$ cat src/rtl/alu_trace_fifo.sv
// alu_trace_fifo: first-word-fall-through trace FIFO of {flags, alu_out} captures with sticky overflow.
// Define ALU_TRACE_DROP_COUNT_EN to add the saturating 8-bit drop_count output.
module alu_trace_fifo #(
    parameter int DEPTH = 8
) (
    input  logic                     clk,
    input  logic                     reset,
    input  logic [15:0]              alu_out,
    input  logic [4:0]               flags,
    input  logic                     capture_en,
    input  logic                     clear,
    input  logic                     rd_ready,
    output logic                     rd_valid,
    output logic [20:0]              rd_data,
    output logic [$clog2(DEPTH):0]   count,
    output logic                     full,
    output logic                     empty,
    output logic                     overflow
`ifdef ALU_TRACE_DROP_COUNT_EN
    ,
    output logic [7:0]               drop_count
`endif
);
    localparam int AW = $clog2(DEPTH);
    logic [20:0]   mem_q [DEPTH];
    logic [AW-1:0] wr_ptr_q, wr_ptr_d, rd_ptr_q, rd_ptr_d;
    logic [AW:0]   count_q, count_d;
    logic          overflow_q, overflow_d, pop, push, drop;
    always_comb begin
        empty      = count_q == '0;
        full       = count_q == (AW+1)'(DEPTH);
        pop        = !empty && rd_ready;
        push       = capture_en && (!full || pop);
        drop       = capture_en && full && !pop;
        wr_ptr_d   = clear ? '0 : wr_ptr_q + AW'(push);
        rd_ptr_d   = clear ? '0 : rd_ptr_q + AW'(pop);
        count_d    = clear ? '0 : count_q + (AW+1)'(push) - (AW+1)'(pop);
        overflow_d = !clear && (overflow_q || drop);
        rd_valid   = !empty;
        rd_data    = empty ? '0 : mem_q[rd_ptr_q];
        count      = count_q;
        overflow   = overflow_q;
    end
    always_ff @(posedge clk or posedge reset) begin
        if (reset) begin
            wr_ptr_q   <= '0;
            rd_ptr_q   <= '0;
            count_q    <= '0;
            overflow_q <= 1'b0;
        end else begin
            wr_ptr_q   <= wr_ptr_d;
            rd_ptr_q   <= rd_ptr_d;
            count_q    <= count_d;
            overflow_q <= overflow_d;
        end
    end
    // Storage is not reset; an empty count masks whatever it holds.
    always_ff @(posedge clk) begin
        if (push && !clear) mem_q[wr_ptr_q] <= {flags, alu_out};
    end
`ifdef ALU_TRACE_DROP_COUNT_EN
    logic [7:0] drop_count_q, drop_count_d;
    always_comb begin
        drop_count_d = clear ? 8'h00 : (drop && drop_count_q != 8'hFF) ? drop_count_q + 8'h01 : drop_count_q;
        drop_count   = drop_count_q;
    end
    always_ff @(posedge clk or posedge reset) begin
        if (reset) drop_count_q <= 8'h00;
        else drop_count_q <= drop_count_d;
    end
`endif
endmodule

$ cat config.mk
export PLATFORM = sky130hd
export DESIGN_NAME = alu_trace_fifo
export DESIGN_NICKNAME = d
export VERILOG_FILES = /design/src/rtl/alu_trace_fifo.sv
export SDC_FILE = /design/constraint.sdc
export NUM_CORES = 1
export LEC_CHECK = 0
export ABC_AREA = 1
export ABC_CLOCK_PERIOD_IN_PS = 3050
export BUFFER_PORTS_ARGS = -buffer_cell sky130_fd_sc_hd__buf_2
export CORE_MARGIN = 4
export CORE_UTILIZATION = 40
export DETAILED_ROUTE_END_ITERATION = 10
export SLEW_MARGIN = 20
export SYNTH_ARGS = -nofsm -noshare
export SYNTH_HDL_FRONTEND = slang
export SYNTH_SLANG_ARGS = --single-unit
export TNS_END_PERCENT = 20
$ cat constraint.sdc
create_clock -name clk -period 3.05 [get_ports clk]
set_input_delay 0.61 -clock clk [delete_from_list [all_inputs] [get_ports clk]]
set_output_delay 0.61 -clock clk [all_outputs]
set_load 0.01 [all_outputs]
==> flow_summary_export.csv <==
group,metric,value,unit
status,run_status,"completed",
clock_tree,cts_sinks,179,
die,std_cell_rows,51,
sta,achievable-frequency,384,MHz
synthesis,synth.distinct_cells,20,
synthesis,ys_ff_latch,179,
routing,postRouteAntennaNets,0,
place,place.detailed.hpwl,10100,microns
pwr,ir_worst_vdd,0.444,mV
clock_tree,cts_resized,0,
setup_path,worstPathCellList,"inv_2 -> buf_4 -> nand3_1 -> nand3_1 -> nand2_1 -> nor2_1 -> buf_2",
grt,global_route_wire_length_before_repair,28100,microns
layout,layout.cells.most_common,"sky130_fd_sc_hd__nand2_1",
synthesis,sequential_element_share_of_the_synthesized_area,66.3,%
die,fp.dieH,150,microns
run,number_of_max_cap_violations,0,
routing,drt_wl_total,17400,microns
place,placer_congestion,0.761,
layout,drive_gt1_share,18.8,%
setup_path,worstReg2RegEnd,"mem_q[4][4]",
place,detailed_place.area,8720,sq um
setup_path,crit_arrival,1990,ps
synthesis,postSynthCellCount,815,
routing,dr_drc_count,0,
clock_tree,numCtsBuffers,17,
die,die-width,150,microns
synthesis,mappedNetlistNets,851,
pwr,cellInternalPower,4790,uW
place,buffer_ports.inserted,54,
routing,wl_per_cell,15.1,microns
setup_path,depth_of_the_worst_register_to_register_path,8,
sta,grt_setup_unrepaired,"false",
pwr,combPwrFrac,32.0,%
die,ioPinCount,55,
grt,grt_max_degree,86,
clock_tree,cts_setup_buffers,0,
pwr,finalPower,7300,uW
synthesis,synthesis.area_per_instance,9.85,sq um
pwr,power_frac_seq,39.4,%
pwr,leakage,0.00415,uW
grt,first_global_vias,5091,
setup_path,reg2reg_slack,840,ps
setup_path,timing.critical_path.required,2440,ps
setup_path,setup.worst_path.class,"reg -> out",
min_path,worstHoldPathType,"in -> async",
clock_tree,clock-root-buffer,"sky130_fd_sc_hd__clkbuf_16",
sta,timing.hold.ws,174,ps
layout,area_delta_synth_final,15.5,%
sta,max_slew.worst_pin.slew,597,ps
grt,number_of_antenna_violations_at_the_first_check_in_global_routing,0,
sta,slew_viol_final,0,
setup_path,critical-path-max-stage-delay,380,ps
routing,drt_pre_antenna_iters,6,
die,design.core.area,19600,sq um
pwr,power.share.switching,34.4,%
clock_tree,cts.clk_slew.worst_paths,60,ps
grt,grt.overflow.total,0,
clock_tree,tritoncts,"done",
sta,timing.final.crit_share,85.3,%
setup_path,critPathLaunchType,"flip-flop",
setup_path,timing.critical_path.fanout_max,19,
sta,timing_hold_violations_final,0,
routing,drt_iter0_markers,437,
routing,vias_per_cell,4.59,
sta,worst_clock_skew,9.86,ps
synthesis,synth.yosys.warnings,0,
sta,fin_setup_tns,0,ps
layout,finalInstanceArea,9270,sq um
die,fp.dieArea,22400,sq um
setup_path,critical-path-slowest-cell,"sky130_fd_sc_hd__dfrtp_1",
setup_path,most_used_cell_cp,"sky130_fd_sc_hd__nand3_1",
setup_path,endpoint_kind,"output port",
routing,via_count,5289,
sta,count_of_endpoints_failing_setup_in_the_final_report,0,
pwr,clkPwrFrac,28.6,%
sta,worst_slew_margin_rel,60.2,%
clock_tree,cts.htree.levels,4,
pwr,power_per_cell_area,788,nW/um^2
sta,period_needed,2600,ps
layout,most-common-layout-cells,"215 x sky130_fd_sc_hd__nand2_1, 168 x sky130_fd_sc_hd__edfxtp_1, 132 x sky130_fd_sc_hd__inv_1",
synthesis,netlist_area,8030,sq um
layout,final_nets,910,
clock_tree,clock_latency,430,ps
die,floorplan.initialDensity,41.0,%
grt,grt.total_usage,16.7,%
clock_tree,buffer_levels_on_the_longest_clock_path,2,
pwr,net-switching-power,2510,uW
setup_path,reg2reg_from,"count[2]",
clock_tree,postCtsHoldBufs,0,
-- stage by stage --
| stage | cells | worst slack, ps | util [%] |
|---|---|---|---|
| 2_1_floorplan | 815 | 614 | - |
| 3_3_place_gp | 1120 | 873 | 44.5 |
| 3_5_place_dp | 1120 | 814 | 44.5 |
| 4_1_cts | 1152 | 416 | 47.3 |
| 5_1_grt | 1152 | 301 | 47.3 |
| 6_report | 1153 | 447 | 47.3 |
-- state kept, by name (all words and copies together) (netlist names) --
register  count
count         4
mem_q       168
overflow      1
rd_ptr_q      3
wr_ptr_q      3
-- cells in the mapped netlist (all sizes together) --
library cell | n | area, sq um
dfrtp | 11 | 275
fa | 1 | 20.0
a21oi | 5 | 25.0
nand3 | 119 | 606
buf | 21 | 116
o21ai | 1 | 5.00
nand2 | 215 | 807
nor2 | 59 | 221
ha | 9 | 113
clkinv | 6 | 26.3
edfxtp | 168 | 5040
inv | 183 | 687
nor3b | 1 | 12.5
clkbuf | 14 | 52.6
xnor2 | 2 | 17.5
-- kinds of logic after synthesis --
group           after synthesis  share of synthesized area [%]
fa+ha+maj                    10                           1.65
xor+xnor                      2                          0.218
buf+inv                     224                           11.0
flops                       179                           66.3
compound gates                6                          0.374
simple gates                394                           20.5
-- worst max path at each step --
| stage | cells after the start | slack, ps | end | start |
|---|---|---|---|---|
| floorplan | 7 | 610 | mem_q[0][0] | count[2] |
| global placement | 6 | 870 | mem_q[4][5] | rd_ready |
| detailed placement | 8 | 810 | mem_q[4][5] | count[2] |
| CTS | 7 | 420 | rd_data[16] | rd_ptr_q[1] |
| global route | 7 | 300 | rd_data[16] | rd_ptr_q[1] |
| finish | 7 | 450 | rd_data[16] | rd_ptr_q[1] |
-- worst max-delay path: cells and delay by family (launching register included) --
kind | cells | cell delay (ps)
buf+inv | 3 | 790
flops | 1 | 380
simple gates | 4 | 380
-- area by class of cell --
class,instances,area [sq um]
clock buffers,20,437
diodes,1,2.50
repair buffers,75,503
well taps,265,332
clock inverters,12,114
multi-input cells,412,1850
flip-flops and latches,179,5320
fillers,1823,10300
inverters,189,713
-- power by group through the flow --
stage                     Combinational [uW]  Clock, uW  Sequential (uW)
after CTS                               2390       2130             2880
after detailed placement                2370          0             2930
after floorplan                         1570          0             2930
after global placement                  2380          0             2920
final                                   2340       2090             2880
after global routing                    2680       2240             2890
-- routing by layer --
metal	up-vias	routed length (microns)	GRT usage, %
li1	2670	-	-
met1	2456	8160	23.7
met2	145	8190	25.8
met3	18	870	3.21
met4	0	225	5.81
met5	-	0	0
Note: power is estimated with default switching activity, not from simulation.
